**config.mk**
```make
export PLATFORM = sky130hd
export DESIGN_NAME = sv_rebuild
export DESIGN_NICKNAME = d
export VERILOG_FILES = /design/src/rtl/sv_rebuild_pkg.sv /design/src/rtl/sv_popcnt.sv /design/src/rtl/sv_rebuild.sv
export SDC_FILE = /design/constraint.sdc
export NUM_CORES = 1
export LEC_CHECK = 0
export ABC_AREA = 1
export CAP_MARGIN = 40
export CELL_PAD_IN_SITES_DETAIL_PLACEMENT = 0
export CELL_PAD_IN_SITES_GLOBAL_PLACEMENT = 1
export CORE_MARGIN = 2
export CORE_UTILIZATION = 34
export CTS_CLUSTER_SIZE = 25
export DETAILED_ROUTE_END_ITERATION = 12
export GPL_TIMING_DRIVEN = 0
export PLACE_DENSITY_LB_ADDON = 0.25
export SLEW_MARGIN = 20
export SYNTH_ARGS = -nofsm -noshare
export SYNTH_HDL_FRONTEND = slang
export SYNTH_SLANG_ARGS = --single-unit
```
**constraint.sdc**
```tcl
create_clock -name clk -period 4.9 [get_ports clk]
set_input_delay 0.49 -clock clk [delete_from_list [all_inputs] [get_ports clk]]
set_output_delay 0.49 -clock clk [all_outputs]
set_load 0.1 [all_outputs]
```
**src/rtl/sv_rebuild_pkg.sv**
```systemverilog
// Shared sizing for the SV level-vector rebuild path.
// Optional feature macro: THERMO_CHECK_EN (thermometer-code check on the rebuilt vector).
package sv_rebuild_pkg;

  // Ceiling log2 for elaboration-time width derivation.
  function automatic int unsigned clog2(input int unsigned v);
    int unsigned r;
    r = 0;
    while ((64'd1 << r) < 64'(v)) r = r + 1;
    return r;
  endfunction

  localparam int unsigned N      = 18;
  localparam int unsigned CNT_W  = clog2(N + 1);
  localparam int unsigned ERRC_W = 8;

  localparam logic [ERRC_W-1:0] ERRC_MAX = '1;

endpackage

```
**src/rtl/sv_popcnt.sv**
```systemverilog
// Combinational population count of an N-bit vector.
module sv_popcnt #(
  parameter int unsigned N     = 18,
  parameter int unsigned CNT_W = 5
) (
  input  logic [N-1:0]     vec_i,
  output logic [CNT_W-1:0] cnt_o
);

  // Sum of all set bits.
  always_comb begin
    cnt_o = '0;
    for (int unsigned i = 0; i < N; i++) begin
      cnt_o = cnt_o + CNT_W'(vec_i[i]);
    end
  end

endmodule

```
**src/rtl/sv_rebuild.sv**
```systemverilog
// Rebuilds the DAC element-select level vector from rise/fall event vectors,
// with event consistency checks and a one-entry registered output.
// Optional: define THERMO_CHECK_EN to flag non-thermometer level vectors.
module sv_rebuild
  import sv_rebuild_pkg::*;
(
  input  logic              clk,
  input  logic              rst,
  input  logic              clr,
  input  logic              in_valid,
  output logic              in_ready,
  input  logic [N-1:0]      rise,
  input  logic [N-1:0]      fall,
  output logic              out_valid,
  input  logic              out_ready,
  output logic [N-1:0]      sv,
  output logic [CNT_W-1:0]  ones_cnt,
  output logic              err_conflict,
  output logic              err_redund,
  output logic [ERRC_W-1:0] redund_cnt,
  output logic              err_thermo
);

  // The level state and the presented sv are always loaded and cleared together,
  // so a single register serves both.
  logic [N-1:0]      sv_q;
  logic [CNT_W-1:0]  ones_cnt_q;
  logic              out_valid_q;
  logic              err_conflict_q;
  logic              err_redund_q;
  logic [ERRC_W-1:0] redund_cnt_q;

  logic [N-1:0]      conf_c;
  logic [N-1:0]      nxt_d;
  logic [CNT_W-1:0]  ones_cnt_d;
  logic              redund_c;
  logic              accept_c;

  // Handshake: a stalled output blocks input; clear drops any presented event.
  assign in_ready = ~clr & (~out_valid_q | out_ready);
  assign accept_c = in_valid & in_ready;

  // Next level: conflicting bits hold, otherwise fall clears and rise sets.
  always_comb begin
    conf_c   = rise & fall;
    nxt_d    = (conf_c & sv_q) | (~conf_c & ((sv_q & ~fall) | rise));
    redund_c = |(rise & sv_q & ~conf_c) | |(fall & ~sv_q & ~conf_c);
  end

  sv_popcnt #(
    .N     (N),
    .CNT_W (CNT_W)
  ) u_popcnt (
    .vec_i (nxt_d),
    .cnt_o (ones_cnt_d)
  );

  // Level state, output register and sticky error tracking.
  always_ff @(posedge clk or posedge rst) begin
    if (rst) begin
      sv_q           <= '0;
      ones_cnt_q     <= '0;
      out_valid_q    <= 1'b0;
      err_conflict_q <= 1'b0;
      err_redund_q   <= 1'b0;
      redund_cnt_q   <= '0;
    end else if (clr) begin
      sv_q           <= '0;
      ones_cnt_q     <= '0;
      out_valid_q    <= 1'b0;
      err_conflict_q <= 1'b0;
      err_redund_q   <= 1'b0;
      redund_cnt_q   <= '0;
    end else if (accept_c) begin
      sv_q        <= nxt_d;
      ones_cnt_q  <= ones_cnt_d;
      out_valid_q <= 1'b1;
      if (|conf_c) err_conflict_q <= 1'b1;
      if (redund_c) begin
        err_redund_q <= 1'b1;
        if (redund_cnt_q != ERRC_MAX) redund_cnt_q <= redund_cnt_q + ERRC_W'(1);
      end
    end else if (out_valid_q && out_ready) begin
      out_valid_q <= 1'b0;
    end
  end

`ifdef THERMO_CHECK_EN
  logic [N-1:0] nxt_inc_c;
  logic         err_thermo_q;

  // Thermometer code 0..01..1 is exactly the set of values v with v & (v+1) == 0.
  assign nxt_inc_c = nxt_d + N'(1);

  // Sticky thermometer violation flag on accepted results.
  always_ff @(posedge clk or posedge rst) begin
    if (rst) begin
      err_thermo_q <= 1'b0;
    end else if (clr) begin
      err_thermo_q <= 1'b0;
    end else if (accept_c && ((nxt_d & nxt_inc_c) != '0)) begin
      err_thermo_q <= 1'b1;
    end
  end

  assign err_thermo = err_thermo_q;
`else
  assign err_thermo = 1'b0;
`endif

  assign sv           = sv_q;
  assign ones_cnt     = ones_cnt_q;
  assign out_valid    = out_valid_q;
  assign err_conflict = err_conflict_q;
  assign err_redund   = err_redund_q;
  assign redund_cnt   = redund_cnt_q;

endmodule

```
## After elaboration in Yosys (flattened, before gate mapping)

Cells that the tools add are included.

| word-level totals | value |
|---|---|
| register bits | 34 |
| output and inout port bits | 36 |
| logic and storage cells | 73 |
| input port bits | 41 |

| cells by class | value |
|---|---|
| bitwise gates (word level) | 19 |
| muxes and demuxes | 17 |
| $add $sub $neg | 18 |
| eq/ne operators | 1 |
| reductions and logical operators | 12 |

Operators by type and width:

| operator | number |
|---|---|
| bitwise AND 18 bit | 8 |
| adder 5 x 1 -> 5 bit | 16 |
| inverter 18 bit | 3 |
| OR reduction 18 bit | 3 |
| 2-to-1 mux 18 bit | 2 |
| OR 18 bit | 2 |
| 2-to-1 mux 8 bit | 4 |
| 2-to-1 mux 5 bit | 2 |
| 2-to-1 mux 1 bit | 9 |
| adder 8 x 1 -> 8 bit (second input constant) | 1 |
| inequality test 8 bit (second input constant) | 1 |
| nonzero test 2 bit | 4 |
| AND reduction 2 bit | 2 |
| AND reduction 3 bit | 1 |
| nonzero test 3 bit | 1 |
| adder 1 x 1 -> 2 bit | 1 |
| bitwise AND 1 bit | 2 |
| inverter 1 bit | 2 |
| OR 1 bit | 2 |
| logical AND 1 bit | 1 |

## Logic depth before layout (Yosys ltp)

Gate-level depths: netlist of the first run.

| depth | value |
|---|---|
| depth after elaboration | 24 |
| depth in mapped cells | 18 |
| gate-level depth less buffers | 18 |

## Hierarchy

A second synthesis of the first run with hierarchy kept.

| second synthesis, totals | value |
|---|---|
| cells, all modules | 415 |
| area total of the unflattened synthesis | 2824.0 um2 |

By module, submodules not included:

| module | cells an instance | area each (um2) | times used | sequential area each (um2) |
|---|---|---|---|---|
| sv_rebuild | 350 | 2302.2 | 1 | 850.8 |
| sv_popcnt | 65 | 521.8 | 1 | 0.0 |

## Worst setup path after synthesis of the first run

OpenSTA, ideal clock, no wires.

| timing path | value |
|---|---|
| path kind | flip-flop to flip-flop |
| start | reg sv_q[0] (netlist: sv[0]) |
| end | reg ones_cnt_q[1] (netlist: ones_cnt[1]) |
| period minus slack after synthesis | 4.813 ns |
| data arrival time | 4.689 ns |
| library setup time | 0.123 ns |
| data required time | 4.777 ns |
| buffers on the path | 0 |
| setup slack | 0.087 ns |
| cell stages (with the launch flop) | 18 |
| path through | dfrtp_1 inv_1 nand2_1 a21oi_1 inv_1 ha_1 inv_1 fa_1 inv_1 fa_1 fa_1 inv_1 fa_1 fa_1 inv_1 fa_1 nand2_1 nand2_1 |

| between the ends | value |
|---|---|
| cells in the longest elaborated chain, start to end | 23 |
| elaborated cells on any way between the ends | 24 |
| those cells by class | add/sub (17); mux (2); bitwise (5) |

Ends and longest elaborated chain:

| item | line | text |
|---|---|---|
| from (decl) | sv_rebuild.sv:26 | `logic [N-1:0] sv_q;` |
| from (signal assigned) | sv_rebuild.sv:75 | `sv_q <= nxt_d;` |
| bitwise AND 18 bit | sv_rebuild.sv:46 | `nxt_d = (conf_c & sv_q) \| (~conf_c & ((sv_q & ~fall) \| rise));` |
| OR 18 bit | sv_rebuild.sv:46 |  |
| bitwise AND 18 bit | sv_rebuild.sv:46 |  |
| OR 18 bit * | sv_rebuild.sv:46 |  |
| adder 1 x 1 -> 2 bit * | sv_popcnt.sv:14 | `cnt_o = cnt_o + CNT_W'(vec_i[i]);` |
| adder 5 x 1 -> 5 bit * (16 in series) | sv_popcnt.sv:14 |  |
| 2-to-1 mux 5 bit * | sv_rebuild.sv:74 | `end else if (accept_c) begin` |
| 2-to-1 mux 5 bit * | sv_rebuild.sv:67 | `end else if (clr) begin` |
| to (signal assigned) | sv_rebuild.sv:76 | `ones_cnt_q <= ones_cnt_d;` |
| to (decl) | sv_rebuild.sv:27 | `logic [CNT_W-1:0] ones_cnt_q;` |

Every way passes the cells marked *; elsewhere a longest branch is shown, timed or not. The select of a mux whose other input is x is not followed.
A chain may end at the register's enable or synchronous reset.

## Final worst setup path of the first run

| timing path | value |
|---|---|
| start | in rise[0] |
| end | reg ones_cnt_q[1] (netlist: ones_cnt[1]) |

| between the ends | value |
|---|---|
| cells in the longest elaborated chain, start to end | 23 |
| elaborated cells on any way between the ends | 25 |
| those cells by class | add/sub (17); mux (2); bitwise (6) |

Ends and longest elaborated chain:

| item | line | text |
|---|---|---|
| from (decl) | sv_rebuild.sv:12 | `input logic [N-1:0] rise,` |
| bitwise AND 18 bit | sv_rebuild.sv:45 | `conf_c = rise & fall;` |
| inverter 18 bit | sv_rebuild.sv:46 |  |
| bitwise AND 18 bit | sv_rebuild.sv:46 |  |
| OR 18 bit * | sv_rebuild.sv:46 |  |
| adder 1 x 1 -> 2 bit * | sv_popcnt.sv:14 |  |
| adder 5 x 1 -> 5 bit * (16 in series) | sv_popcnt.sv:14 |  |
| 2-to-1 mux 5 bit * | sv_rebuild.sv:74 |  |
| 2-to-1 mux 5 bit * | sv_rebuild.sv:67 |  |

Marks and branches as above.

==> report_table.html, run 1 <==
<table>
<tr><th>Metric</th><th>Value</th></tr>
<tr><th colspan="2">Outcome</th></tr>
<tr><td>Status</td><td>complete, no violations</td></tr>
<tr><th colspan="2">Placement</th></tr>
<tr><td>Routability cong.</td><td>slightly below 0.8</td></tr>
<tr><td>Post-detailed-placement half-perimeter wirelength</td><td>a little over 6000 um</td></tr>
<tr><td>Worst slack, placed</td><td>-197.1 ps</td></tr>
<tr><td>Number of I/O port buffers</td><td>74</td></tr>
<tr><th colspan="2">Setup path</th></tr>
<tr><td>Critical Path Source Type</td><td>input pin</td></tr>
<tr><td>Reg-to-reg critical path startpoint</td><td>sv[0]$_DFFE_PP0P_</td></tr>
<tr><td>Endpoint arrival time on the critical path</td><td>4860 ps</td></tr>
<tr><td>Worst R2R Setup Slack</td><td>roughly 400 ps</td></tr>
<tr><td>Crit. Startpoint</td><td>rise[0]</td></tr>
<tr><td>Length in cells of the worst reg-to-reg path</td><td>17</td></tr>
<tr><td>Critical R2R Capture</td><td>ones_cnt[1]$_DFFE_PP0P_</td></tr>
<tr><td>Capturing element type of the critical path</td><td>flop</td></tr>
<tr><td>Startpoint-to-endpoint class of the critical path</td><td>input pin to flop</td></tr>
<tr><td>Timing endpoint of the critical path</td><td>ones_cnt[1]$_DFFE_PP0P_</td></tr>
<tr><td>Required time at the endpoint of the critical path</td><td>just over 5000 ps</td></tr>
<tr><td>Maximum net fanout on the critical path</td><td>4</td></tr>
<tr><th colspan="2">Routing</th></tr>
<tr><td>DR WL/cell</td><td>about 13 um</td></tr>
<tr><td>Violation count after the first detailed-route iteration</td><td>131</td></tr>
<tr><td>Number of nets with antenna violations after routing</td><td>0</td></tr>
<tr><td>Total wirelength of the detailed-routed design</td><td>7777 um</td></tr>
<tr><td>Post-route DRC</td><td>0</td></tr>
<tr><td>Number of iterations in the first detailed-routing pass</td><td>4</td></tr>
<tr><td>Vias after detailed routing</td><td>between 2000 and 3000</td></tr>
<tr><td>Average vias per placed instance</td><td>roughly 4.7</td></tr>
<tr><th colspan="2">Yosys</th></tr>
<tr><td>Top_reg_cell synth</td><td>dfrtp_1</td></tr>
<tr><td>Post-synthesis instance total</td><td>370</td></tr>
<tr><td>Leading post-synthesis cells by cell area</td><td>dfrtp_1 32%, nand2_1 12%, fa_1 9.1%, inv_1 8.4%, nand3_1 8.2%</td></tr>
<tr><td>Average size of a mapped cell</td><td>7.132 um2</td></tr>
<tr><td>Proportion of register bits with asynchronous set or reset after synthesis</td><td>100.0%</td></tr>
<tr><td>Post-Syn Area</td><td>2639 um2</td></tr>
<tr><td>Register bit total from synthesis</td><td>34</td></tr>
<tr><td>Post-synthesis sequential area ratio</td><td>approximately 32%</td></tr>
<tr><td>Proportion of netlist area held by the largest area contributor</td><td>around 32%</td></tr>
<tr><td>Number of synthesized flops with an enable pin</td><td>0</td></tr>
<tr><td>Library cell with the largest summed area after synthesis</td><td>dfrtp_1</td></tr>
<tr><td>Number of synthesis warnings</td><td>0</td></tr>
<tr><td>Distinct cells, synth</td><td>30</td></tr>
<tr><td>Net count after synthesis</td><td>roughly 430</td></tr>
<tr><th colspan="2">GRT</th></tr>
<tr><td>GRT busiest layer</td><td>met2</td></tr>
<tr><td>Maximum number of pins on one net before global-route repair</td><td>20</td></tr>
<tr><td>Met3 track demand over resource</td><td>3.451%</td></tr>
<tr><td>Grt ovf</td><td>0</td></tr>
<tr><td>First-pass GRT wire length</td><td>roughly 13000 um</td></tr>
<tr><td>Gr usage total</td><td>about a fifth</td></tr>
<tr><td>Number of global-route vias before repair</td><td>about 2700</td></tr>
<tr><td>Global Route met2 Usage</td><td>a little under a third</td></tr>
<tr><td>GR Layer Usage met1</td><td>26.32%</td></tr>
<tr><td>Initial antenna violation count</td><td>0</td></tr>
<tr><th colspan="2">Floorplanning</th></tr>
<tr><td>Die Width</td><td>between 90 and 100 um</td></tr>
<tr><td>Height of the die</td><td>between 90 and 100 um</td></tr>
<tr><td>Number of top-level pins</td><td>between 70 and 80</td></tr>
<tr><td>Die Area</td><td>8481 um2</td></tr>
<tr><td>Number of standard-cell rows in the floorplan</td><td>32</td></tr>
<tr><td>Starting Density</td><td>34.69%</td></tr>
<tr><td>Core outline area</td><td>7607 um2</td></tr>
<tr><th colspan="2">Timing</th></tr>
<tr><td>Final critical path time including I/O delays and setup</td><td>~4700 ps</td></tr>
<tr><td>Final-report setup violation count</td><td>0</td></tr>
<tr><td>Final period utilization</td><td>~95%</td></tr>
<tr><td>Max-slew headroom</td><td>66.09%</td></tr>
<tr><td>Max-slew violation count</td><td>0</td></tr>
<tr><td>Setup clock skew after layout</td><td>around 16 ps</td></tr>
<tr><td>Final hold violation count</td><td>0</td></tr>
<tr><td>Transition at the pin with the smallest max-transition slack</td><td>about 500 ps</td></tr>
<tr><td>Peak clock frequency supported by timing</td><td>about 210 MHz</td></tr>
<tr><td>Post-layout worst setup margin</td><td>about 230 ps</td></tr>
<tr><td>Unrepaired setup endpoints after global routing</td><td>no</td></tr>
<tr><th colspan="2">Layout</th></tr>
<tr><td>Count of fill cells added during filler insertion</td><td>between 700 and 800</td></tr>
<tr><td>Number of antenna cells inserted</td><td>0</td></tr>
<tr><td>Syn-to-layout area delta</td><td>58.51%</td></tr>
<tr><td>Layout net count</td><td>roughly 550</td></tr>
<tr><td>Area occupied by multi-input gates</td><td>1493 um2</td></tr>
<tr><td>Most frequent standard cell in the layout excluding fill and tap cells</td><td>nand2_1</td></tr>
<tr><td>Sequential cell area</td><td>about 850 um2</td></tr>
<tr><td>Commonest cells after routing, fill and taps aside</td><td>84 x nand2_1, 73 x clkdlybuf4s50_1, 58 x inv_1</td></tr>
<tr><td>Layout cell share with drive strength beyond 1</td><td>between 10 and 15%</td></tr>
<tr><th colspan="2">Clocking</th></tr>
<tr><td>Clk root buf</td><td>clkbuf_8</td></tr>
<tr><td>Count of clock tree sinks</td><td>34</td></tr>
<tr><td>Post-CTS resize count</td><td>0</td></tr>
<tr><td>Clock buffer depth</td><td>2</td></tr>
<tr><td>Number of buffers added for setup after CTS</td><td>0</td></tr>
<tr><td>Clock network latency to the later pin of the worst-skew pair</td><td>about 300 ps</td></tr>
<tr><td>Clock-pin slew on the worst setup and hold paths</td><td>70 ps</td></tr>
<tr><td>Number of buffers inserted by hold repair at cts</td><td>0</td></tr>
<tr><td>H-tree levels</td><td>2</td></tr>
<tr><td>Number of clock buffers inserted by TritonCTS</td><td>5</td></tr>
<tr><td>TritonCTS clock tree</td><td>yes</td></tr>
<tr><th colspan="2">Power</th></tr>
<tr><td>Power density over the cells</td><td>about 330 nW/um2</td></tr>
<tr><td>Leakage</td><td>about 0.002 uW</td></tr>
<tr><td>Highest ir drop seen on vdd</td><td>approximately 0.00035 V</td></tr>
<tr><td>Final total power</td><td>between 1000 and 1500 uW</td></tr>
<tr><th colspan="2">Run</th></tr>
<tr><td>Number of violations of the max-capacitance limit</td><td>0</td></tr>
<tr><th colspan="2">Worst hold path</th></tr>
<tr><td>Class of the tightest hold or removal check</td><td>input pin to flop</td></tr>
</table>
power by group:
group          internal, uW  switching, uW  total [uW]
Clock                   114            116         230
Sequential              310           23.4         333
Combinational           316            496         812
Total                   739            635        1370
routing by layer:
metal	wire length (um)	share of wire, %
met4	78	1.0
met3	388	5.0
met2	3775	49
met5	0	0
met1	3535	45
worst min-delay path by stage:
stage,cells after the start,start,slack [ps],endpoint
after floorplan,2,in_valid,620,out_valid$_DFFE_PP0P_
after global placement,2,err_conflict$_DFFE_PP0P_,480,err_conflict$_DFFE_PP0P_
after detailed placement,2,err_conflict$_DFFE_PP0P_,480,err_conflict$_DFFE_PP0P_
after CTS,2,clr,400,out_valid$_DFFE_PP0P_
after global routing,2,clr,410,out_valid$_DFFE_PP0P_
final,2,clr,410,out_valid$_DFFE_PP0P_
cell usage after synthesis (2+ instances only):
cell type,instances
a21oi_1,16
buf_2,4
dfrtp_1,34
fa_1,12
ha_1,6
inv_1,59
inv_2,6
nand2_1,84
nand2_2,2
nand3_1,43
nand3_4,3
nand4_1,13
nor2_1,28
nor2_2,4
nor3_1,2
o21ai_0,29
o22ai_1,11
xnor2_1,2
sequential cells by signal (all words and copies together) (netlist names):
register,flops
sv,18
ones_cnt,5
err_conflict,1
redund_cnt,8
out_valid,1
err_redund,1
logic make-up (layout without fill, tap and decap cells):
group,Yosys count,count (layout),share of synthesized area [%]
AO/OA/AOI/OAI,59,59,11.95
other,1,1,0.1421
XOR/XNOR,2,2,0.6639
flip-flops,34,34,32.24
buffers and inverters,74,192,11.33
adder cells (fa/ha/maj),18,18,11.95
AND/OR/NAND/NOR,182,182,31.72
worst max-delay path, stage by stage:
cell	delay [ps]
clkdlybuf4s50_1	490
a21oi_2	190
inv_1	60
ha_1	270
inv_1	50
fa_1	540
inv_1	60
fa_1	500
fa_1	550
inv_1	60
fa_1	520
fa_1	440
inv_1	100
fa_1	410
nand2_1	80
nand2_1	60
metrics by stage:
step | TNS (ps) | utilization, % | hold slack (ps) | instance area (um2) | std cells
final | 0 | 54.98 | 409.9 | 4183 | 590
after global routing | 0 | 54.98 | 413.6 | 4183 | 590
after CTS | 0 | 54.90 | 402.1 | 4177 | 590
after detailed placement | -408.5 | 53.70 | 479.7 | 4085 | 582
after global placement | -438.1 | 46.10 | 483.9 | 3507 | 546
after floorplan | 0 | - | 619.9 | 2639 | 370
cell type report:
| type | count | area share (%) |
|---|---|---|
| buffer | 7 | 1.017 |
| clock buffer | 7 | 2.064 |
| clock inverter | 1 | 0.1197 |
| inverter | 67 | 6.132 |
| multi-input combinational | 262 | 35.69 |
| sequential | 34 | 20.34 |
| tap | 102 | 3.051 |
| timing repair buffer | 110 | 31.59 |
Power figures use the tool's default switching activity.
==> inputs of run 2 (changes only) <==
Settings changed: SKIP_CTS_REPAIR_TIMING from default to 1.
==> results of run 2 <==
Final layout, timing and power as in run 1 (identical DEF).
